$ cat src/rtl/workload_traffic_gen.sv
// Multi-port workload token source: issues {id, size} tokens on valid/ready channels
// under a global limit and an outstanding cap. Define WORKLOAD_TRAFFIC_GEN_STATS_EN for stall/active counters.
module workload_traffic_gen #(
  parameter int          id_width_p        = 8,
  parameter int          size_width_p      = 8,
  parameter int          num_ports_p       = 2,
  parameter int          workload_limit_p  = 30,
  parameter int          max_outstanding_p = 8,
  parameter int          mode_p            = 0,
  parameter logic [15:0] lfsr_seed_p       = 16'hACE1
) (
  input  logic                                                   clk_i,
  input  logic                                                   reset_i,
  output logic [num_ports_p-1:0]                                 v_o,
  output logic [num_ports_p-1:0][id_width_p+size_width_p-1:0]    data_o,
  input  logic [num_ports_p-1:0]                                 ready_i,
  input  logic                                                   cpl_v_i,
  input  logic [id_width_p-1:0]                                  cpl_id_i,
  output logic                                                   done_o,
  output logic                                                   err_o
`ifdef WORKLOAD_TRAFFIC_GEN_STATS_EN
  ,
  output logic [31:0]                                            stall_cycles_o,
  output logic [31:0]                                            active_cycles_o
`endif
);

  localparam int W       = id_width_p + size_width_p;
  localparam int CNT_MAX = (workload_limit_p > max_outstanding_p) ? workload_limit_p : max_outstanding_p;
  localparam int CW      = $clog2(CNT_MAX + 1);
  localparam int PW      = (num_ports_p > 1) ? $clog2(num_ports_p) : 1;
  localparam logic [CW-1:0] LIMIT = CW'(workload_limit_p);
  localparam logic [CW-1:0] MAXO  = CW'(max_outstanding_p);

  // Handshake: a token on port p transfers on a rising edge where v_o[p] & ready_i[p];
  // once v_o[p] rises, it and data_o[p] hold until that transfer. Completions are always accepted.
  logic [num_ports_p-1:0]        v_q;
  logic [num_ports_p-1:0][W-1:0] data_q;
  logic [CW-1:0]                 gen_cnt;
  logic [CW-1:0]                 cpl_cnt;
  logic [CW-1:0]                 in_flight;
  logic [PW-1:0]                 rr_ptr;
  logic [15:0]                   lfsr_q;
  logic                          done_q;
  logic                          err_q;

  logic [num_ports_p-1:0]        slot_free;
  logic [PW-1:0]                 tgt;
  logic                          tgt_found;
  logic                          gen;
  logic                          cpl_ok;
  logic [id_width_p-1:0]         gen_id;
  logic [size_width_p-1:0]       lfsr_size;
  logic [size_width_p-1:0]       gen_size;
  logic                          lfsr_fb;
  logic                          unused_cpl_id;

  assign unused_cpl_id = ^cpl_id_i;

  // A slot draining this cycle counts as free so it can be reloaded without a bubble.
  always_comb begin
    slot_free = ~v_q | ready_i;
    tgt       = rr_ptr;
    tgt_found = 1'b0;
    if (mode_p == 0) begin
      tgt_found = slot_free[rr_ptr];
    end else begin
      // Walk downward so the nearest free slot from rr_ptr wins.
      for (int i = num_ports_p - 1; i >= 0; i--) begin
        if (slot_free[PW'((int'(rr_ptr) + i) % num_ports_p)]) begin
          tgt       = PW'((int'(rr_ptr) + i) % num_ports_p);
          tgt_found = 1'b1;
        end
      end
    end
  end

  assign gen       = (gen_cnt < LIMIT) && (in_flight < MAXO) && tgt_found;
  assign cpl_ok    = cpl_v_i && (in_flight != '0);
  assign gen_id    = id_width_p'(gen_cnt);
  assign lfsr_size = size_width_p'(lfsr_q);
  assign gen_size  = (lfsr_size == '0) ? size_width_p'(1) : lfsr_size;
  assign lfsr_fb   = lfsr_q[15] ^ lfsr_q[13] ^ lfsr_q[12] ^ lfsr_q[10];

  always_ff @(posedge clk_i or negedge reset_i) begin
    if (!reset_i) begin
      v_q    <= '0;
      data_q <= '0;
    end else begin
      for (int p = 0; p < num_ports_p; p++) begin
        if (gen && (int'(tgt) == p)) begin
          v_q[p]    <= 1'b1;
          data_q[p] <= {gen_id, gen_size};
        end else if (v_q[p] && ready_i[p]) begin
          v_q[p] <= 1'b0;
        end
      end
    end
  end

  always_ff @(posedge clk_i or negedge reset_i) begin
    if (!reset_i) begin
      gen_cnt   <= '0;
      cpl_cnt   <= '0;
      in_flight <= '0;
      rr_ptr    <= '0;
      lfsr_q    <= lfsr_seed_p;
      done_q    <= 1'b0;
      err_q     <= 1'b0;
    end else begin
      if (gen) begin
        gen_cnt <= gen_cnt + 1'b1;
        lfsr_q  <= {lfsr_q[14:0], lfsr_fb};
        rr_ptr  <= PW'((int'(tgt) + 1) % num_ports_p);
      end
      if (gen && !cpl_ok && (in_flight != '1)) begin
        in_flight <= in_flight + 1'b1;
      end else if (!gen && cpl_ok) begin
        in_flight <= in_flight - 1'b1;
      end
      if (cpl_ok && (cpl_cnt != '1)) begin
        cpl_cnt <= cpl_cnt + 1'b1;
      end
      if (cpl_v_i && (in_flight == '0)) begin
        err_q <= 1'b1;
      end
      if ((cpl_cnt == LIMIT) && (v_q == '0)) begin
        done_q <= 1'b1;
      end
    end
  end

  assign v_o    = v_q;
  assign data_o = data_q;
  assign done_o = done_q;
  assign err_o  = err_q;

`ifdef WORKLOAD_TRAFFIC_GEN_STATS_EN
  logic [31:0] stall_q;
  logic [31:0] active_q;
  logic        stall_now;

  assign stall_now = |(v_q & ~ready_i);

  always_ff @(posedge clk_i or negedge reset_i) begin
    if (!reset_i) begin
      stall_q  <= '0;
      active_q <= '0;
    end else begin
      if (stall_now && (stall_q != '1)) begin
        stall_q <= stall_q + 32'd1;
      end
      if (!done_q && (active_q != '1)) begin
        active_q <= active_q + 32'd1;
      end
    end
  end

  assign stall_cycles_o  = stall_q;
  assign active_cycles_o = active_q;
`endif

endmodule

$ cat config.mk
export PLATFORM = sky130hd
export DESIGN_NAME = workload_traffic_gen
export DESIGN_NICKNAME = d
export VERILOG_FILES = /design/src/rtl/workload_traffic_gen.sv
export SDC_FILE = /design/constraint.sdc
export NUM_CORES = 1
export LEC_CHECK = 0
export ABC_AREA = 1
export BUFFER_PORTS_ARGS = -buffer_cell sky130_fd_sc_hd__buf_2
export CORE_ASPECT_RATIO = 0.6
export CORE_MARGIN = 2
export CORE_UTILIZATION = 40
export DETAILED_ROUTE_END_ITERATION = 7
export PLACE_DENSITY_LB_ADDON = 0.2
export SYNTH_ARGS = -nofsm -noshare
export SYNTH_HDL_FRONTEND = slang
export SYNTH_SLANG_ARGS = --single-unit
$ cat constraint.sdc
create_clock -name clk_i -period 2.1 [get_ports clk_i]
set_input_delay 0 -clock clk_i [delete_from_list [all_inputs] [get_ports clk_i]]
set_output_delay 0 -clock clk_i [all_outputs]
set_load 0.05 [all_outputs]
# == After elaboration in Yosys (flattened, before gate mapping) ==
# Index checks and enable logic that the tools add are counted.
# classes
addsub,5
n_lt_le_gt_ge,3
n_eq_ne,3
n_mux,9
bitwise,6
n_reduce_logical,22
# ops
operator,count
$add 5x1->5 const B,3
$logic_and 1x1->1,13
$mux 5,2
$ne 5x5->1 const B,2
$logic_not 8->1,1
$mux 8,1
$mux 1,6
$reduce_bool 2->1,3
$eq 5x5->1 const B,1
$logic_not 5->1,1
$lt 5x4->1 const B,1
$lt 5x5->1 const B,1
$reduce_bool 5->1,1
$sub 5x1->5 const B,1
$xor 1x1->1,3
$logic_not 1->1,2
$logic_not 2->1,1
$lt 1x2->1 const B,1
$not 2->2,1
$or 2x2->2,1
$add 1x1->1 const B,1
$not 1->1,1
# totals
ff_bits,62

# == Longest topological paths before layout ==
# Gate-level depths: netlist (run 1).
# depth
word_depth,9
mapped_depth,13
mapped_depth_nobuf,13

# == Least setup slack after synthesis (run 1) ==
# No wires, ideal clock.
# synth_path
path_kind,flip-flop to flip-flop
startpoint,register v_q[1] (netlist: v_o[1])
endpoint,register in_flight[4]
arrival_ps,2059
required_ps,1984
setup_slack_ps,-76
path_stages_with_launch,13
synth_period_minus_slack_ps,2176
path_cell_list,dfrtp_1 nand3_1 nand2_2 nor2_8 nand2_2 inv_1 fa_1 o21ai_0 inv_1 nand3_1 nand2_1 nand2_1 nand2_1
# synth_via
elab_chain_cells,8
# synth_rtl
element,line_no,text
start: declaration,37,logic [num_ports_p-1:0] v_q;
start signal: assignment,87,v_q <= '0;
start signal: indexed assignment,92,v_q[p] <= 1'b1;
start signal: indexed assignment,95,v_q[p] <= 1'b0;
$not 2->2 (*),62,slot_free = ~v_q | ready_i;
$or 2x2->2 (*),62,
$mux 1 (not written as such) (*) (2 in a row),66,tgt_found = slot_free[rr_ptr];
$logic_and 1x1->1 (*),78,assign gen = (gen_cnt < LIMIT) && (in_flight < MAXO) && tgt_found;
$logic_and 1x1->1 / $logic_not 1->1 (equally long branches),"116, 118",
"$logic_and 1x1->1, on equally long branches","116, 118",
$mux 5 / $reduce_bool 2->1 (equally long branches),--,
end signal: assignment,117,in_flight <= in_flight + 1'b1;
end signal: assignment,119,in_flight <= in_flight - 1'b1;
end: declaration,41,logic [CW-1:0] in_flight;
# Mark *: on every way between the ends. The rest lies on a longest branch, timed or not. The select of a mux whose other input is x is not followed.
# A chain may end at the register's enable or synchronous reset.

# == Worst setup path in the final report (run 1) ==
# layout_path
startpoint,register rr_ptr
endpoint,register in_flight[4]
# layout_via
elab_chain_cells,6
# layout_rtl
element,line_no,text
start: declaration,42,logic [PW-1:0] rr_ptr;
start signal: assignment,114,rr_ptr <= PW'((int'(tgt) + 1) % num_ports_p);
$mux 1 (not written as such) (*) (2 in a row),66,
$logic_and 1x1->1 (*),78,
$logic_and 1x1->1 / $logic_not 1->1 (equally long branches),"116, 118",
"$logic_and 1x1->1, on equally long branches","116, 118",
$mux 5 / $reduce_bool 2->1 (equally long branches),--,
# Marks and branches as above.

==> results.md, run 1 <==
* Status: complete, no violations
* CP Launch Type: flop
* Cell area after synthesis at 2836 sq um
* Post-route total power at 0.005419 W
* R2R setup slack at 0.16 ns
* Placed insts at 414
* DIE WIDTH at 112.7 um
* Most used cell along the critical path: nand2_1
* Post-Layout Inst Area at 3425 sq um
* RR Startpoint: rr_ptr
* Slowest cell on crit path: dfrtp_1
* Yosys top cell area share at 0.4764
* Worst Path Buf+Inv at 3
* Yosys top cell by area: dfrtp_1
* CP max FO at 4
* Area growth, synth to finish at 20.73%
* Leakage power at 1.740 nW
* Crit-path cells: inv_2 > nand3_2 > nand2_2 > nor2_8 > nand2_2 > inv_1 > fa_1 > o21ai_2 > inv_1 > nand3_1 > nand2_1 > nand2_1 > nand2_1
* Clock root cell: clkbuf_16
* Fmax at 515.7 MHz
* End of the critical path: in_flight[4]
* Total gr overflow at 0
* Routed WL at 5.114 mm
* Diode count at 0
* Initial Utilization at 0.4194
* Post-synthesis sequential area ratio at 0.5505
* Clock transition at path regs at 0.05 ns
* Dpl hpwl at 3.517 mm
* Relative slew slack at 0.5262
* Peak VDD IR at 0.001086 V
* CP startpoint: rr_ptr
* Full die area at 7803 sq um
* Routability cong. at 0.8163
* CTS tree: built
* Clk buf depth at 2
* Share of layout cells above drive strength 1 at 0.2824
* Max-cap violation count at 0
* CP Capture Type: flop
* Clk sinks at 62
* Pre-antenna DRT Iters at 4
* Post-Syn Instances at 293
* Class of the worst hold path: in2async
* Rows at 23
* Area after DPL at 3100 sq um
* WL/cell at 11.78 um
* Netlist cell types at 26
* Htree depth at 3
* EDFF count, synth at 0
* Period minus WS final at 1.939 ns
* Top cells by area, synth: dfrtp_1 48%, nand2_1 12%, dfstp_2 7.4%
* Worst Path Arrival at 2.15 ns
* Clk_skew at 0.006944 ns
* Most frequent cell after synthesis: nand2_1
* DRC Markers at 0
* R2R depth at 13
* ANT nets after route at 0
* Critical Path Stages at 13
* Number of global-route vias before repair at 1,851
* Crit Path Category: reg2reg
* Via density per instance at 4.507
* Core area at 6763 sq um
* Synth warn at 0
* Final non-filler cell total at 434
* Final setup vio count at 0
* Hold Violations, Final at 0
* Clk_lat worst skew at 0.32 ns
* Die span in y at 69.23 um
* Ports at 49
* All-layer global routing usage at 0.1447
* Async set-reset flop share out of synthesis at 1.000
* Synth top cells by count: 88 x nand2_1, 54 x dfrtp_1, 32 x inv_1
* Avg Cell Area, Syn at 9.681 sq um
* Largest net degree at the start of global routing at 34
* Fin. max-slew vios at 0
* Actual transition at the worst max-transition pin at 0.7107 ns
* Initial antenna violation count at 0
* Reg-to-Reg End: in_flight[4]
* DR vias at 1,956
* First-pass GRT wire length at 8.790 mm
* Largest stage delay, worst path at 0.42 ns
* Power Density at 1583 nW/um^2
* CTS Buf Count at 9
* Yosys reg bits at 62
* Worst path top cell family by delay: simple AND/OR/NAND/NOR gates
* Critical path required time at 2.31 ns
* Nets at 363
* Final critical-path share of the clock period at 0.9235
* PortBufs at 34
* 1st-iter DRT viols at 108
* Predominant post-synthesis flop cell: dfrtp_1
-- timing repair --
item                                   CTS  global route
buffers inserted                         0             0
setup endpoints to repair                0             3
endpoints found under the hold margin   25             0
resized for setup                        0             5
hold buffers                             4             0
-- worst register-to-register path, stage by stage, from the launching register on --
cell and delay, ns:
dfrtp_1 0.42, inv_2 0.13, nand3_2 0.08, nand2_2 0.12, nor2_8 0.05, nand2_2 0.09, inv_1 0.06, fa_1 0.41
o21ai_2 0.17, inv_1 0.05, nand3_1 0.09, nand2_1 0.06, nand2_1 0.05, nand2_1 0.04
-- metal layers --
metal  GRT usage  vias up  routed length (um)
li1            -     1015                   -
met1      0.2142      897                2755
met2      0.1843       36                2017
met3     0.06381        8                 275
met4     0.05285        0                  65
met5           0        -                   0
-- worst min-delay path by stage --
| stage | endpoint | slack [ns] | from |
|---|---|---|---|
| detailed placement | data_o[21] | 0.1 | reset_i |
| global route | data_o[19] | 0.31 | reset_i |
| finish | data_o[4] | 0.27 | reset_i |
| floorplan | cpl_cnt[0] | -0.30 | reset_i |
| global placement | data_o[21] | 0.09 | reset_i |
| CTS | data_o[21] | 0.28 | reset_i |
-- where the power goes --
part	leakage, nW	switching, W	internal (W)
Sequential	0.776	0.000222	0.00151
Combinational	0.831	0.00165	0.000722
Clock	0.132	0.000491	0.000823
-- final cells by class --
cell class	instances	area (sq um)
Clock buffer	12	246.5
Clock inverter	4	22.52
Fill cell	653	3338
Inverter	33	123.9
Multi-Input combinational cell	189	1069
Sequential cell	62	1564
Tap cell	87	108.9
Timing Repair Buffer	47	290.3
-- sequential cells by signal, summed over array words and instances (netlist names) --
register / flops
done_o: 1
in_flight: 5
gen_cnt: 5
lfsr_q: 16
v_o: 2
err_o: 1
data_o: 26
rr_ptr: 1
cpl_cnt: 5
-- cell families after synthesis --
logic type	after synthesis	synth area share
other cells	1	0.001322
flops	62	0.5505
buf+inv	47	0.08469
xor+xnor	12	0.03705
fa+ha+maj	8	0.03793
simple gates	116	0.1760
compound gates	47	0.1125
-- per-stage QoR --
step / setup TNS [ns] / utilization / setup WS [ns] / hold slack (ns)
after floorplan: 0 / - / 0.07939 / -0.2956
after global placement: 0 / 0.4585 / 0.09532 / 0.08701
after detailed placement: 0 / 0.4585 / 0.03822 / 0.09598
after CTS: 0 / 0.5042 / 0.02472 / 0.2844
after global routing: -0.01885 / 0.5064 / -0.01885 / 0.3140
final: 0 / 0.5064 / 0.1607 / 0.2661
-- cells in the final DEF (no fill, tap or decap) --
| cell type | synthesis | final |
|---|---|---|
| nand2_1 | 88 | 88 |
| buf_2 | 3 | 34 |
| o21ai_0 | 17 | 16 |
| dfstp_2 | 8 | 8 |
| nor2_1 | 7 | 6 |
| xor2_1 | 7 | 7 |
| clkbuf_8 | 0 | 1 |
| o41ai_1 | 1 | 1 |
| nor2_8 | 1 | 1 |
| o21ai_2 | 20 | 22 |
| a21oi_1 | 2 | 2 |
| nand3_1 | 13 | 13 |
| fa_1 | 1 | 1 |
| buf_12 | 0 | 1 |
| clkinv_2 | 0 | 3 |
| clkbuf_1 | 0 | 2 |
| inv_1 | 32 | 32 |
| buf_4 | 6 | 8 |
| nand4_1 | 1 | 1 |
| o21bai_1 | 2 | 2 |
| o21ai_1 | 5 | 4 |
| inv_2 | 1 | 1 |
| clkbuf_16 | 0 | 9 |
| dlygate4sd3_1 | 0 | 4 |
| dfrtp_1 | 54 | 52 |
| clkinvlp_4 | 0 | 1 |
| nand2_4 | 2 | 2 |
| nand3_2 | 1 | 1 |
| ha_1 | 7 | 7 |
| dfrtp_2 | 0 | 2 |
| nor2_4 | 0 | 1 |
| conb_1 | 1 | 6 |
| xnor2_1 | 5 | 5 |
| nand2_2 | 3 | 3 |
Power figures use the tool's default switching activity.
==> inputs of run 2 (changes only) <==
--- a/config.mk
+++ b/config.mk
@@ -5,7 +5,6 @@
 export SDC_FILE = /design/constraint.sdc
 export NUM_CORES = 1
 export LEC_CHECK = 0
-export ABC_AREA = 1
 export BUFFER_PORTS_ARGS = -buffer_cell sky130_fd_sc_hd__buf_2
 export CORE_ASPECT_RATIO = 0.6
 export CORE_MARGIN = 2
==> run 2 against run 1 <==
Count of clock-buffer cells in the layout up 3. Utilization up 2.6 points. Critical path depth down 4. Routed wire length up 6.3%. Critical endpoint is now in_flight[3]. Synthesized cell count down 22%. Sequential cell count unchanged. Global-route usage up 2.1 points. Area after synthesis down 3.9%. Non-clock buffer count up 16. The run now ends with setup timing left. Largest power group unchanged. Die area down 3.7%. Register-to-register slack worse by 0.33 ns.
==> results.md, run 2 <==
* DR vias at 1,791 (-8.4%)
* Hold path cells at 2
* Share of layout cells above drive strength 1 at 0.4281 (+0.1457)
* CP startpoint: in_flight[3]
* Ports at 49 (unchanged)
* Routed WL at 5.436 mm (+6.3%)
* Total gr overflow at 0 (unchanged)
* Most frequent cell after synthesis: dfrtp_1
* DRC Markers at 0 (unchanged)
* Hold Violations, Final at 0 (unchanged)
* R2R depth at 9 (-4)
* Top cells by area, synth: dfrtp_1 50%, mux2_2 10%, dfstp_2 7.7%
* Reg power frac at 0.309 (-0.011)
* Critical path required time at 2.31 ns (about the same)
* Diode count at 0 (unchanged)
* Peak VDD IR at 0.0009205 V (-15%)
* Reg-to-Reg End: in_flight[3]
* Fin. max-slew vios at 0 (unchanged)
* Final Worst Setup Slack at -0.1712 ns (-0.3319 ns)
* Commonest cells after routing, fill and taps aside: 53 x nand2_1, 53 x dfrtp_1, 34 x buf_2
* EDFF count, synth at 0 (unchanged)
* Status: finished with violations
* Worst Path Arrival at 2.48 ns (+0.33 ns)
* Largest stage delay, worst path at 0.57 ns (+0.15 ns)
* Pre-antenna DRT Iters at 4 (unchanged)
* Core area at 6648 sq um (-1.7%)
* Number of global-route vias before repair at 1,792 (-3.2%)
* P_int at 0.003412 W (+12%)
* Crit-path cells: or4_4 > o2bb2ai_4 > nor2_4 > inv_4 > ha_4 > a21o_1 > a21oi_2 > xnor2_1 > mux2_4
* Nets at 316 (-13%)
* Die span in y at 67.94 um (-1.9%)
* Synth warn at 0 (unchanged)
* Predominant post-synthesis flop cell: dfrtp_1
* Post-Layout Inst Area at 3538 sq um (+3.3%)
* WL/cell at 14.08 um (+20%)
* 1st-iter DRT viols at 114 (+5.6%)
* Setup TNS Final at -0.3379 ns (-0.3379 ns)
* Power Density at 1540 nW/um^2 (-2.7%)
* Via density per instance at 4.640 (+3.0%)
* Initial antenna violation count at 0 (unchanged)
* Clk sinks at 62 (unchanged)
* Clock root cell: clkbuf_16
* Final critical-path share of the clock period at 1.082 (+0.1580)
* Clock network fraction of total power at 0.254 (+0.012)
* Hold Slack at 0.02344 ns (-0.2427 ns)
* Clk_lat worst skew at 0.32 ns (about the same)
* Failing checks: setup timing
* NetSw at 0.002038 W (-14%)
* CTS tree: built
* First-pass GRT wire length at 9.384 mm (+6.8%)
* Post-synthesis sequential area ratio at 0.5730 (+0.02250)
* PortBufs at 34 (unchanged)
* DIE WIDTH at 110.6 um (-1.9%)
* Crit Path Category: reg2reg
* Class of the worst hold path: in2reg
* Clk_skew at 0.004994 ns (-0.001950 ns)
* Rows at 23 (unchanged)
* Fmax at 440.3 MHz (-15%)
* Yosys top cell by area: dfrtp_1
* ANT nets after route at 0 (unchanged)
* Gate power share at 0.437 (about the same)
* Net Sw Frac at 0.3739 (-0.06203)
* Clock transition at path regs at 0.05 ns (about the same)
* CP Launch Type: flop
* Max reg flops at 26 (unchanged)
* Largest net degree at the start of global routing at 33 (-2.9%)
* Final setup vio count at 2 (+2)
* RSZ-0062 raised after global routing: true
* Area growth, synth to finish at 29.84%
* Area after DPL at 3179 sq um (+2.5%)
* Cell area after synthesis at 2725 sq um (-3.9%)
* Htree depth at 3 (unchanged)
* Async set-reset flop share out of synthesis at 1.000 (unchanged)
* Yosys reg bits at 62 (unchanged)
* Netlist cell types at 37 (+42%)
* Dpl hpwl at 3.783 mm (+7.6%)
* Full die area at 7511 sq um (-3.7%)
* RR Startpoint: in_flight[3]
* CP Capture Type: flop
* Period minus WS final at 2.271 ns (+0.3319 ns)
* Slowest cell on crit path: or4_4
* CP max FO at 3 (-1)
* Routability cong. at 0.8888 (+8.9%)
* Yosys top cell area share at 0.4959 (+0.01947)
* Clk buf depth at 2 (unchanged)
* R2R setup slack at -0.17 ns (-0.33 ns)
* Initial Utilization at 0.4099 (-0.009488)
* End of the critical path: in_flight[3]
* Leakage power at 1.749 nW (+0.50%)
* Synth top cells by count: 54 x dfrtp_1, 53 x nand2_1, 25 x mux2_2
* All-layer global routing usage at 0.1658 (+0.02105)
* CTS Buf Count at 9 (unchanged)
* Post-Syn Instances at 228 (-22%)
* Max-cap violation count at 0 (unchanged)
* Avg Cell Area, Syn at 11.95 sq um (+23%)
## run 2: cells by family (layout without fill, tap and decap cells)
logic type | count (synthesis) | after routing | share of synthesized area
AOI/OAI and AO/OA | 18 | 18 | 0.04683
adders and majority gates | 8 | 8 | 0.03948
other | 1 | 6 | 0.001376
xor gates and xnor gates | 15 | 15 | 0.04821
muxes | 28 | 28 | 0.1194
buffers and inverters | 19 | 85 | 0.04132
and+or+nand+nor | 77 | 77 | 0.1304
DFF | 62 | 62 | 0.5730
## run 2: worst min path at each step
stage                 start           end
CTS                 cpl_v_i         err_o
detailed placement  reset_i    data_o[20]
floorplan           reset_i    cpl_cnt[0]
finish              cpl_v_i         err_o
global route        cpl_v_i         err_o
global placement    reset_i  in_flight[1]
## run 2: layout make-up
| type | instances | area, sq um |
|---|---|---|
| timing repair buffer | 63 | 411.6 |
| multi-input combinational | 152 | 1139 |
| inverter | 7 | 28.78 |
| tap | 87 | 108.9 |
| fill | 578 | 3109 |
| clock buffer | 15 | 287.8 |
| sequential | 62 | 1563 |
## run 2: power groups by stage
stage               sequential [W]  clock (W)  combinational, W
floorplan                  0.00219          0           0.00114
global placement           0.00169          0           0.00230
detailed placement         0.00170          0           0.00233
CTS                        0.00169    0.00143           0.00237
global route               0.00173    0.00149           0.00261
finish                     0.00168    0.00138           0.00238
## run 2: metrics by stage
step                      worst slack, ns    util  std cells  power (W)
after floorplan                   -0.1902       -        233   0.003337
after global placement            -0.1252  0.4783        365   0.003986
after detailed placement          -0.2070  0.4783        365   0.004033
after CTS                         -0.1636  0.5298        386   0.005482
after global routing              -0.2910  0.5323        386   0.005834
final                             -0.1712  0.5323        386   0.005450
## run 2: per-layer routing
layer  GRT usage  wire (um)
met3     0.06377        262
met5           0          0
met4     0.05625         70
met1      0.2365       2858
met2      0.2308       2244
## run 2: timing repair
item,in CTS,in global routing
hold buffers,3,0
gates cloned,0,0
setup endpoints to repair,2,15
buffers inserted,3,1
pin swaps,4,2
gates resized for setup,1,5
endpoints found under the hold margin,56,0
## run 2: worst max-delay path: cells and delay by family (launching register included)
kind | cells | cell delay, ns
AOI/OAI and AO/OA | 3 | 0.46
adders and majority gates | 1 | 0.20
DFF | 1 | 0.38
buffers and inverters | 1 | 0.07
muxes | 1 | 0.25
and+or+nand+nor | 2 | 0.72
xor gates and xnor gates | 1 | 0.08
==> inputs of run 3 (changes only) <==
--- a/config.mk
+++ b/config.mk
@@ -8,9 +8,10 @@
 export BUFFER_PORTS_ARGS = -buffer_cell sky130_fd_sc_hd__buf_2
 export CORE_ASPECT_RATIO = 0.6
 export CORE_MARGIN = 2
-export CORE_UTILIZATION = 40
+export CORE_UTILIZATION = 50
 export DETAILED_ROUTE_END_ITERATION = 7
 export PLACE_DENSITY_LB_ADDON = 0.2
+export SKIP_LAST_GASP = 1
 export SYNTH_ARGS = -nofsm -noshare
 export SYNTH_HDL_FRONTEND = slang
 export SYNTH_SLANG_ARGS = --single-unit
==> run 3 against run 2 <==
The flow still finishes with violations (setup timing). Setup slack better by 0.030 ns. First-iteration DRC count down 29%. Final area down 2.6%. Critical endpoint is now in_flight[4].
==> results.md, run 3 (synthesis gave the netlist of run 2 again) <==
* Status: finished with violations
* Failing checks: setup timing
* Setup TNS Final at -0.2662 ns (+0.07162 ns)
* CP startpoint: in_flight[3]
* Area growth, synth to finish at 26.49%
* Routability cong. at 0.8076 (-9.1%)
* Crit Path Category: reg2reg
* Post-Layout Inst Area at 3447 sq um (-2.6%)
* Reg power frac at 0.322 (+0.013)
* Multi-input gate area at 1126 sq um (-1.1%)
* Initial antenna violation count at 0 (unchanged)
* Clock network fraction of total power at 0.232 (-0.022)
* Placed insts at 342 (-6.3%)
* DIE WIDTH at 99.31 um (-10%)
* 1st-iter DRT viols at 81 (-29%)
* Final Worst Setup Slack at -0.1408 ns (+0.03032 ns)
* Power Density at 1505 nW/um^2 (-2.3%)
* Clk_lat worst skew at 0.33 ns (about the same)
* Diode count at 0 (unchanged)
* Commonest cells after routing, fill and taps aside: 53 x nand2_1, 53 x dfrtp_1, 34 x buf_2
* Core area at 5155 sq um (-22%)
* Final non-filler cell total at 365 (-5.4%)
* All-layer global routing usage at 0.1955 (+0.02973)
* Dpl hpwl at 3.426 mm (-9.4%)
* Leakage power at 1.724 nW (-1.4%)
* Period minus WS final at 2.241 ns (-0.03032 ns)
* Fmax at 446.3 MHz (+1.4%)
* Clk buf depth at 2 (unchanged)
* DRC Markers at 0 (unchanged)
* CTS tree: built
* Max-cap violation count at 0 (unchanged)
* CTS-repair resized insts at 0 (-1)
* Clock root cell: clkbuf_8
* CP Capture Type: flop
* Post-route total power at 0.005188 W (-4.8%)
* First-pass GRT wire length at 8.714 mm (-7.1%)
* Number of global-route vias before repair at 1,740 (-2.9%)
* Clk sinks at 62 (unchanged)
* FF/Latch Area at 1563 sq um (unchanged)
* Ports at 49 (unchanged)
* Routed WL at 5.087 mm (-6.4%)
* DR vias at 1,789 (-0.11%)
* Rows at 20 (-13%)
* Via density per instance at 4.901 (+5.6%)
* WL/cell at 13.94 um (-1.0%)
* Critical path required time at 2.36 ns (+0.05 ns)
* Hold Violations, Final at 0 (unchanged)
* Worst Path Arrival at 2.50 ns (+0.02 ns)
* Die span in y at 61.19 um (-9.9%)
* Peak VDD IR at 0.0007510 V (-18%)
* Max reg flops at 26 (unchanged)
* RSZ-0062 raised after global routing: true
* Net Sw Frac at 0.3797 (+0.005848)
* NetSw at 0.001970 W (-3.3%)
* Final setup vio count at 2 (unchanged)
* Largest net degree at the start of global routing at 63 (+91%)
* RR Startpoint: in_flight[3]
* Final critical-path share of the clock period at 1.067 (-0.01444)
* Clk_skew at 0.008124 ns (+0.003130 ns)
* Gate power share at 0.446 (+0.009)
* Class of the worst hold path: in2async
* CP max FO at 3 (unchanged)
* Htree depth at 3 (unchanged)
* Full die area at 6076 sq um (-19%)
* Hold Slack at 0.2017 ns (+0.1783 ns)
* CTS Buf Count at 9 (unchanged)
* Fillers at 404 (-30%)
* Initial Utilization at 0.5286 (+0.1187)
* P_int at 0.003218 W (-5.7%)
* Share of layout cells above drive strength 1 at 0.4147 (-0.01338)
* PortBufs at 34 (unchanged)
* Total gr overflow at 0 (unchanged)
* Clock transition at path regs at 0.06 ns (about the same)
* Nets at 315 (-0.32%)
* ANT nets after route at 0 (unchanged)
* Pre-antenna DRT Iters at 4 (unchanged)
* Area after DPL at 3151 sq um (-0.91%)
* CP Launch Type: flop
* Fin. max-slew vios at 0 (unchanged)
-- run 3: cell types whose count changed in the layout (fill, tap and decap cells not counted), moves of 2 or more --
cell / previous run / this run
bufinv_16: 0 / 2
clkbuf_16: 9 / 0
clkbuf_8: 4 / 12
buf_4: 24 / 22
-- run 3: routing by layer --
layer	wire [um]	share of wire	global-route usage	vias to the layer above
li1	-	-	-	886
met2	2108	0.41	0.2722	36
met4	45	0.0088	0.07632	0
met5	0	0	0	-
met1	2630	0.52	0.2785	862
met3	303	0.060	0.07605	5
-- run 3: worst max-delay path: stages, from the launching register on --
cell and delay (ns):
dfrtp_1 0.37, or4_4 0.55, o2bb2ai_4 0.15, nor2_4 0.13, inv_2 0.08, ha_4 0.23, a21o_1 0.16, a21oi_2 0.13
mux2i_1 0.23, xnor2_1 0.13
-- run 3: cell type report --
cell class,instances,area share
Multi-Input combinational cell,152,0.3267
Tap cell,66,0.02396
Timing Repair Buffer,62,0.1205
Clock inverter,3,0.01887
Clock buffer,13,0.04900
Sequential cell,62,0.4534
Inverter,7,0.007622
-- run 3: path summary, 6_finish.rpt --
path	end	slack [ns]	depth (start not counted)
worst min register to register	err_o	0.45	1
max in group asynchronous	lfsr_q[0]	1.59	3
min in group clk_i	v_o[1]	0.40	3
worst max-delay path	in_flight[4]	-0.14	9
worst max register to register	in_flight[4]	-0.14	9
worst min-delay path	cpl_cnt[2]	0.20	3
-- run 3: through the flow --
stage	worst slack (ns)	util
after detailed placement	-0.1816	0.6112
after global placement	-0.1214	0.6112
after floorplan	-0.1902	-
final	-0.1408	0.6687
after CTS	-0.1630	0.6658
after global routing	-0.2322	0.6687
-- run 3: timing repair --
item	in CTS	in global routing
pin swaps	4	1
setup buffers	1	2
hold endpoints to repair	65	0
hold buffers	4	0
endpoints found under the setup margin	3	3
gates cloned	0	0
-- run 3: power groups by stage --
stage	clock (W)	combinational, W	sequential [W]
after floorplan	0	0.00114	0.00219
after global placement	0	0.00226	0.00168
after detailed placement	0	0.00229	0.00170
after CTS	0.00124	0.00232	0.00167
after global routing	0.00129	0.00252	0.00171
final	0.00120	0.00232	0.00167
